`src/rtl/cc_frogger_pkg.sv`:
```
// Shared Frogger definitions.
// Provides the crash/lives FSM state type and the default 50 MHz tick counts
// used to size the hit freeze (1 s) and the blink half-period (125 ms).
package cc_frogger_pkg;

  typedef enum logic [1:0] {
    StIdle,
    StPlay,
    StHit,
    StGameover
  } state_e;

  localparam int unsigned TicksOneSec    = 50_000_000;
  localparam int unsigned TicksBlinkHalf = 6_250_000;

endpackage

```
`src/rtl/cc_crash_lives_fsm_if.sv`:
```
// Crash/lives bus between the Frogger game logic and cc_crash_lives_fsm.
// Signals:
//   CC_CRASHLIVES_crash_InLow      comparator crash flag, 0 = frog overlaps traffic
//   CC_CRASHLIVES_start_InHigh     start/restart request, level-sampled
//   CC_CRASHLIVES_lives_OutBUS     remaining lives
//   CC_CRASHLIVES_freeze_OutHigh   1 = traffic and frog movement halted
//   CC_CRASHLIVES_blink_OutHigh    frog blink enable
//   CC_CRASHLIVES_respawn_OutHigh  one-cycle respawn pulse
//   CC_CRASHLIVES_gameover_OutHigh 1 = game over
// Modports: master = game side (drives crash/start), slave = the FSM.
interface cc_crash_lives_fsm_if #(
  parameter int unsigned LIVES_WIDTH = 2
) ();

  logic                   CC_CRASHLIVES_crash_InLow;
  logic                   CC_CRASHLIVES_start_InHigh;
  logic [LIVES_WIDTH-1:0] CC_CRASHLIVES_lives_OutBUS;
  logic                   CC_CRASHLIVES_freeze_OutHigh;
  logic                   CC_CRASHLIVES_blink_OutHigh;
  logic                   CC_CRASHLIVES_respawn_OutHigh;
  logic                   CC_CRASHLIVES_gameover_OutHigh;

  modport master (
    output CC_CRASHLIVES_crash_InLow,
    output CC_CRASHLIVES_start_InHigh,
    input  CC_CRASHLIVES_lives_OutBUS,
    input  CC_CRASHLIVES_freeze_OutHigh,
    input  CC_CRASHLIVES_blink_OutHigh,
    input  CC_CRASHLIVES_respawn_OutHigh,
    input  CC_CRASHLIVES_gameover_OutHigh
  );

  modport slave (
    input  CC_CRASHLIVES_crash_InLow,
    input  CC_CRASHLIVES_start_InHigh,
    output CC_CRASHLIVES_lives_OutBUS,
    output CC_CRASHLIVES_freeze_OutHigh,
    output CC_CRASHLIVES_blink_OutHigh,
    output CC_CRASHLIVES_respawn_OutHigh,
    output CC_CRASHLIVES_gameover_OutHigh
  );

endinterface

```
`src/rtl/cc_crash_filter.sv`:
```
// Consecutive-low crash filter.
// Counts cycles with crash_ni low while enabled, saturating at CONFIRM_CYCLES;
// any high sample, a clear or a disable returns the count to 0.
// Ports:
//   clk_i         clock
//   rst_i         synchronous active-high reset
//   en_i          count only while enabled (play)
//   clr_i         force count to 0 on the next edge
//   crash_ni      crash flag, active-low
//   hit_accept_o  high while the count sits at CONFIRM_CYCLES and enabled
module cc_crash_filter #(
  parameter int unsigned CONFIRM_CYCLES = 4
) (
  input  logic clk_i,
  input  logic rst_i,
  input  logic en_i,
  input  logic clr_i,
  input  logic crash_ni,
  output logic hit_accept_o
);

  localparam int unsigned CntWidth = $clog2(CONFIRM_CYCLES + 1);
  localparam logic [CntWidth-1:0] CntMax = CntWidth'(CONFIRM_CYCLES);

  logic [CntWidth-1:0] cnt_q, cnt_d;

  always_comb begin
    cnt_d = cnt_q;
    if (!en_i || clr_i || crash_ni) begin
      cnt_d = '0;
    end else if (cnt_q != CntMax) begin
      cnt_d = cnt_q + 1'b1;
    end
  end

  always_ff @(posedge clk_i) begin
    if (rst_i) begin
      cnt_q <= '0;
    end else begin
      cnt_q <= cnt_d;
    end
  end

  assign hit_accept_o = en_i && (cnt_q == CntMax);

endmodule

```
`src/rtl/cc_crash_lives_fsm.sv`:
```
// Frogger crash / lives controller.
// Filters the comparator crash flag, decrements lives on an accepted hit,
// freezes play for HIT_CYCLES with a blinking frog, pulses respawn on return
// to play and holds game over once lives run out. All outputs are registered.
// Ports:
//   CC_CRASHLIVES_CLOCK_50      system clock, rising edge
//   CC_CRASHLIVES_RESET_InHigh  synchronous reset, active-high
//   bus (slave)                 crash/start in; lives/freeze/blink/respawn/gameover out
module cc_crash_lives_fsm
  import cc_frogger_pkg::*;
#(
  parameter int unsigned LIVES_INIT     = 3,
  parameter int unsigned LIVES_WIDTH    = 2,
  parameter int unsigned CONFIRM_CYCLES = 4,
  parameter int unsigned HIT_CYCLES     = TicksOneSec,
  parameter int unsigned BLINK_HALF     = TicksBlinkHalf,
  parameter int unsigned TIMER_WIDTH    = 26
) (
  input logic                 CC_CRASHLIVES_CLOCK_50,
  input logic                 CC_CRASHLIVES_RESET_InHigh,
  cc_crash_lives_fsm_if.slave bus
);

  localparam logic [TIMER_WIDTH-1:0] HitLast   = TIMER_WIDTH'(HIT_CYCLES - 1);
  localparam logic [TIMER_WIDTH-1:0] BlinkLast = TIMER_WIDTH'(BLINK_HALF - 1);
  localparam logic [LIVES_WIDTH-1:0] LivesLoad = LIVES_WIDTH'(LIVES_INIT);
  localparam logic [LIVES_WIDTH-1:0] LivesOne  = LIVES_WIDTH'(1);

  state_e state_q, state_d;

  logic [LIVES_WIDTH-1:0] lives_q, lives_d;
  logic                   freeze_q, freeze_d;
  logic                   blink_q, blink_d;
  logic                   respawn_q, respawn_d;
  logic                   gameover_q, gameover_d;
  logic [TIMER_WIDTH-1:0] hit_tmr_q, hit_tmr_d;
  logic [TIMER_WIDTH-1:0] blink_tmr_q, blink_tmr_d;

  logic hit_accept;
  logic hit_done;
  logic state_chg;
  logic stay_hit;

  assign hit_done  = (hit_tmr_q == HitLast);
  assign state_chg = (state_d != state_q);
  assign stay_hit  = (state_q == StHit) && (state_d == StHit);

  // Filter only runs in play and restarts from 0 on any state change.
  cc_crash_filter #(
    .CONFIRM_CYCLES(CONFIRM_CYCLES)
  ) u_filter (
    .clk_i       (CC_CRASHLIVES_CLOCK_50),
    .rst_i       (CC_CRASHLIVES_RESET_InHigh),
    .en_i        (state_q == StPlay),
    .clr_i       (state_chg),
    .crash_ni    (bus.CC_CRASHLIVES_crash_InLow),
    .hit_accept_o(hit_accept)
  );

  // State and registered outputs.
  always_ff @(posedge CC_CRASHLIVES_CLOCK_50) begin
    if (CC_CRASHLIVES_RESET_InHigh) begin
      state_q     <= StIdle;
      lives_q     <= '0;
      freeze_q    <= 1'b1;
      blink_q     <= 1'b0;
      respawn_q   <= 1'b0;
      gameover_q  <= 1'b0;
      hit_tmr_q   <= '0;
      blink_tmr_q <= '0;
    end else begin
      state_q     <= state_d;
      lives_q     <= lives_d;
      freeze_q    <= freeze_d;
      blink_q     <= blink_d;
      respawn_q   <= respawn_d;
      gameover_q  <= gameover_d;
      hit_tmr_q   <= hit_tmr_d;
      blink_tmr_q <= blink_tmr_d;
    end
  end

  // Next state.
  always_comb begin
    state_d = state_q;
    unique case (state_q)
      StIdle, StGameover: begin
        if (bus.CC_CRASHLIVES_start_InHigh) state_d = StPlay;
      end
      StPlay: begin
        // Last life lost goes straight to game over, no freeze/respawn.
        if (hit_accept) state_d = (lives_q == LivesOne) ? StGameover : StHit;
      end
      StHit: begin
        if (hit_done) state_d = StPlay;
      end
      default: state_d = StIdle;
    endcase
  end

  // Output and timer next values, derived from the transition being taken.
  always_comb begin
    freeze_d    = (state_d != StPlay);
    gameover_d  = (state_d == StGameover);
    respawn_d   = (state_d == StPlay) && (state_q != StPlay);

    lives_d = lives_q;
    if ((state_q == StIdle || state_q == StGameover) && state_d == StPlay) begin
      lives_d = LivesLoad;
    end else if (hit_accept && lives_q != '0) begin
      lives_d = lives_q - 1'b1;
    end

    hit_tmr_d   = '0;
    blink_tmr_d = '0;
    if (stay_hit) begin
      hit_tmr_d   = hit_tmr_q + 1'b1;
      blink_tmr_d = (blink_tmr_q == BlinkLast) ? '0 : blink_tmr_q + 1'b1;
    end

    blink_d = 1'b0;
    if (state_d == StHit) begin
      if (state_q != StHit) begin
        blink_d = 1'b1;
      end else begin
        blink_d = (blink_tmr_q == BlinkLast) ? ~blink_q : blink_q;
      end
    end
  end

  assign bus.CC_CRASHLIVES_lives_OutBUS     = lives_q;
  assign bus.CC_CRASHLIVES_freeze_OutHigh   = freeze_q;
  assign bus.CC_CRASHLIVES_blink_OutHigh    = blink_q;
  assign bus.CC_CRASHLIVES_respawn_OutHigh  = respawn_q;
  assign bus.CC_CRASHLIVES_gameover_OutHigh = gameover_q;

endmodule

```
`src/flat_wrapper.sv`:
```
// flat-port wrapper written by rule: the top's interface ports become plain ports
module cc_crash_lives_fsm_flat import cc_frogger_pkg::*;
#(
  parameter int unsigned LIVES_INIT     = 3,
  parameter int unsigned LIVES_WIDTH    = 2,
  parameter int unsigned CONFIRM_CYCLES = 4,
  parameter int unsigned HIT_CYCLES     = TicksOneSec,
  parameter int unsigned BLINK_HALF     = TicksBlinkHalf,
  parameter int unsigned TIMER_WIDTH    = 26
)
  (CC_CRASHLIVES_CLOCK_50, CC_CRASHLIVES_RESET_InHigh, bus_CC_CRASHLIVES_crash_InLow, bus_CC_CRASHLIVES_start_InHigh, bus_CC_CRASHLIVES_lives_OutBUS, bus_CC_CRASHLIVES_freeze_OutHigh, bus_CC_CRASHLIVES_blink_OutHigh, bus_CC_CRASHLIVES_respawn_OutHigh, bus_CC_CRASHLIVES_gameover_OutHigh);
  cc_crash_lives_fsm_if #(.LIVES_WIDTH(LIVES_WIDTH)) bus_i ();
  input logic CC_CRASHLIVES_CLOCK_50;
  input logic CC_CRASHLIVES_RESET_InHigh;
  input wire logic [$bits(bus_i.CC_CRASHLIVES_crash_InLow)-1:0] bus_CC_CRASHLIVES_crash_InLow;
  input wire logic [$bits(bus_i.CC_CRASHLIVES_start_InHigh)-1:0] bus_CC_CRASHLIVES_start_InHigh;
  output wire logic [$bits(bus_i.CC_CRASHLIVES_lives_OutBUS)-1:0] bus_CC_CRASHLIVES_lives_OutBUS;
  output wire logic [$bits(bus_i.CC_CRASHLIVES_freeze_OutHigh)-1:0] bus_CC_CRASHLIVES_freeze_OutHigh;
  output wire logic [$bits(bus_i.CC_CRASHLIVES_blink_OutHigh)-1:0] bus_CC_CRASHLIVES_blink_OutHigh;
  output wire logic [$bits(bus_i.CC_CRASHLIVES_respawn_OutHigh)-1:0] bus_CC_CRASHLIVES_respawn_OutHigh;
  output wire logic [$bits(bus_i.CC_CRASHLIVES_gameover_OutHigh)-1:0] bus_CC_CRASHLIVES_gameover_OutHigh;
  assign bus_i.CC_CRASHLIVES_crash_InLow = bus_CC_CRASHLIVES_crash_InLow;
  assign bus_i.CC_CRASHLIVES_start_InHigh = bus_CC_CRASHLIVES_start_InHigh;
  assign bus_CC_CRASHLIVES_lives_OutBUS = bus_i.CC_CRASHLIVES_lives_OutBUS;
  assign bus_CC_CRASHLIVES_freeze_OutHigh = bus_i.CC_CRASHLIVES_freeze_OutHigh;
  assign bus_CC_CRASHLIVES_blink_OutHigh = bus_i.CC_CRASHLIVES_blink_OutHigh;
  assign bus_CC_CRASHLIVES_respawn_OutHigh = bus_i.CC_CRASHLIVES_respawn_OutHigh;
  assign bus_CC_CRASHLIVES_gameover_OutHigh = bus_i.CC_CRASHLIVES_gameover_OutHigh;
  cc_crash_lives_fsm #(.LIVES_INIT(LIVES_INIT), .LIVES_WIDTH(LIVES_WIDTH), .CONFIRM_CYCLES(CONFIRM_CYCLES), .HIT_CYCLES(HIT_CYCLES), .BLINK_HALF(BLINK_HALF), .TIMER_WIDTH(TIMER_WIDTH)) u_core (.CC_CRASHLIVES_CLOCK_50(CC_CRASHLIVES_CLOCK_50), .CC_CRASHLIVES_RESET_InHigh(CC_CRASHLIVES_RESET_InHigh), .bus(bus_i));
endmodule
```
`config.mk`:
```
export PLATFORM = sky130hd
export DESIGN_NAME = cc_crash_lives_fsm_flat
export DESIGN_NICKNAME = d
export VERILOG_FILES = /design/src/rtl/cc_frogger_pkg.sv /design/src/rtl/cc_crash_lives_fsm_if.sv /design/src/rtl/cc_crash_filter.sv /design/src/rtl/cc_crash_lives_fsm.sv /design/src/flat_wrapper.sv
export SDC_FILE = /design/constraint.sdc
export NUM_CORES = 1
export LEC_CHECK = 0
export ABC_AREA = 1
export CORE_UTILIZATION = 38
export CTS_BUF_LIST = sky130_fd_sc_hd__clkbuf_4
export DETAILED_ROUTE_END_ITERATION = 8
export GPL_TIMING_DRIVEN = 0
export HOLD_SLACK_MARGIN = 0.05
export PLACE_DENSITY_LB_ADDON = 0.12
export SYNTH_ARGS = -nofsm -noshare
export SYNTH_HDL_FRONTEND = slang
export SYNTH_HIERARCHICAL = 1
export SYNTH_SLANG_ARGS = --single-unit
```
`constraint.sdc`:
```
create_clock -name CC_CRASHLIVES_CLOCK_50 -period 1.9 [get_ports CC_CRASHLIVES_CLOCK_50]
set_clock_uncertainty 0.15 [all_clocks]
set_input_delay 0.38 -clock CC_CRASHLIVES_CLOCK_50 [delete_from_list [all_inputs] [get_ports CC_CRASHLIVES_CLOCK_50]]
set_output_delay 0.38 -clock CC_CRASHLIVES_CLOCK_50 [all_outputs]
set_load 0.02 [all_outputs]
```
==> reports/results.ini <==
[outcome]
status=complete, but fails checks
violations=negative setup slack

[drt]
num_vias=2878
drt_iter0_drc=64
detail-route-antenna-nets=0
wl_per_cell_um=11.89
drcViolationCount=0
viasPerCell=4.649
firstDrtPassIters=4
wl_mm=7.362

[grt]
grtUsageTotal_pct=17.15
grt_pass1_vias=2773
antenna_found_initial=0
overflow=0
grt_pass1_wl_mm=12.15
grt_max_degree=12

[cells_and_area]
drive_gt1_share_pct=34.63
antennaDiodeCount=0
final_nets=521
area_delta_synth_final_pct=35.87

[yosys]
async_flop_share_pct=0
synth_top_area_share_pct=37.94
synth_area_mm2=0.003324
ys_ff_latch=63
synth_area_leaders=dfxtp_1, nand2_1, inv_1, nor2_1, xor2_1
yosysMostFrequentCell=nand2_1
ys.flop_type=dfxtp_1
synth-edff-count=0
yosysTopAreaCell=dfxtp_1
ys_seq_area_share_pct=37.94
ys_types=25
synth_common_cells=nand2_1, inv_1, nor2_1, dfxtp_1
synth_area_per_cell_um2=7.404
syn_inst=449
syn-num-nets=461
synth_warnings=6

[power]
power_density_mw_per_mm2=571.9
finalPower_mw=2.583
p_switching_mw=0.6095
seq_power_share_pct=52.0
power_leakage_nw=1.628
switching_share_pct=23.60
combPwrFrac_pct=8.0
power_frac_clock_pct=40.0
worst_ir_drop_vdd_mv=0.2844
internal-power_mw=1.973

[worst_setup_path]
worstPathMaxFanout=6
cpPeakStageDelay_ps=370
cp.arrival_ps=2230
cp_common_cell=nand2_2
crit_type=flop to flop
critPathSlowestCell=dfxtp_2
start_kind=flop
cp.required_ps=2060
endpoint_kind=flop
path_cells=ha_4 -> nand3_4 -> inv_2 -> nand2_2 -> nor2_2 -> nand2_2 -> buf_6 -> nand2_2 -> nand2_2 -> nand3_2 -> nand2_4 -> buf_12 -> nand3_4 -> buf_8 -> clkbuf_16 -> nor2_1

[clocking]
numCtsBuffers=9
clkLatencyLatePin_ps=400
cts_root_buffer=clkbuf_4
cts_max_level=3
cts_hold_buf=0
cts_tree=done
path_clk_slew_ps=110
cts.sinks=63
clk_path_buf_depth=2

[sta]
slew_headroom_pct=71.56
min_period_ps=2075
fin_hold_ws_ps=278.5
tightest_slew_ps=423.3
fmax_ghz=0.4819
fin_ws_ps=-175.1
finalMaxSlewViolations=0
rsz0062_at_grt=yes
setup_viol=59
period_share_pct=109.2
hold_viol=0

[floorplan]
die_height_um=95.54
rows=33
core_area_mm2=0.008341
io_pins=10
die_w_um=95.54
initial_core_util_pct=39.86
die_area_mm2=0.009127

[placement]
dp_hpwl_mm=4.771
io_buffers=9
place_ws_ps=-278.5
place.gp.congestion=0.8258

[flow_run]
maxCapViolCount=0

[min_path]
hp-class=flop to flop

## state kept, by name, indices dropped and copies added (netlist names)
register / cells
u_core/blink_tmr_q: 26
u_core/hit_tmr_q: 26
u_core/u_filter/cnt_q: 3
u_core/bus.CC_CRASHLIVES_lives_OutBUS: 2
u_core/state_q: 2
u_core/bus.CC_CRASHLIVES_blink_OutHigh: 1
u_core/bus.CC_CRASHLIVES_freeze_OutHigh: 1
u_core/bus.CC_CRASHLIVES_gameover_OutHigh: 1
u_core/bus.CC_CRASHLIVES_respawn_OutHigh: 1
## power by group through the flow
stage	Combinational, mW	Clock (mW)	Sequential (mW)
floorplan	0.0651	0	1.39
global placement	0.118	0	1.37
global route	0.226	1.14	1.35
CTS	0.140	1.08	1.34
finish	0.206	1.03	1.34
detailed placement	0.118	0	1.37
## cells by family (layout without fill, tap and decap cells)
family / after synthesis / after routing / share of synthesized area, %
fa+ha+maj: 8 / 8 / 3.011
xor+xnor: 47 / 47 / 12.38
simple gates: 246 / 246 / 35.53
compound gates: 6 / 6 / 1.317
flops: 63 / 63 / 37.94
buf+inv: 79 / 144 / 9.823
## per-layer routing
layer / vias up / global-route usage [%] / routed length (um)
li1: 1516 / - / -
met1: 1333 / 19.86 / 3371
met2: 17 / 30.65 / 3744
met3: 12 / 4.545 / 142
met4: 0 / 5.224 / 103
met5: - / 0 / 0
## per-stage QoR
step	instance area, um^2	util (%)	TNS (ps)	std cells
2_1_floorplan	3327	-	0	449
3_3_place_gp	3548	42.54	-10710	563
3_5_place_dp	3548	42.54	-11450	563
4_1_cts	4207	50.43	-4382	605
5_1_grt	4517	54.16	-13540	619
6_report	4517	54.16	-6511	619
## what timing repair did
item,4_1_cts,5_1_grt
pin swaps,21,17
gates resized for setup,70,69
gates cloned,3,1
endpoints found under the setup margin,60,62
setup buffers,23,16
## worst max-delay path, delay by kind of cell (launching register included)
family	cells	cell delay [ps]
fa+ha+maj	1	160
flops	1	370
simple gates	10	690
buf+inv	5	610
## worst paths after layout
check	from	to	slack (ps)	cells after the start
setup / recovery	u_core/hit_tmr_q[0]	u_core/hit_tmr_q[10]	-180	16
hold / removal	u_core/blink_tmr_q[0]	u_core/blink_tmr_q[0]	280	1
setup reg to reg	u_core/hit_tmr_q[0]	u_core/hit_tmr_q[10]	-180	16
hold reg to reg	u_core/blink_tmr_q[0]	u_core/blink_tmr_q[0]	280	1
## cell type report
type                            count  area (um^2)
Fill cell                         773         3824
Multi-Input combinational cell    307         2068
Sequential cell                    63         1285
Timing Repair Buffer               50        540.5
Inverter                           75        281.5
Tap cell                          105        131.4
Clock inverter                      6        85.08
Clock buffer                       10        75.07
Buffer                              3        50.05
## layout by cell type (no fill, tap or decap), drive strengths merged
master,count
a21oi,4
nand2,85
xnor2,20
nor2,94
nand4,12
ha,8
o21ai,1
clkdlybuf4s50,3
clkinvlp,2
buf,43
o211ai,1
nor3b,3
dlygate4sd2,3
nor4,10
nand3,32
nor3,10
dfxtp,63
bufinv,2
xor2,27
clkbuf,11
clkinv,2
dlymetal6s2s,3
inv,75
Power figures use the tool's default switching activity.
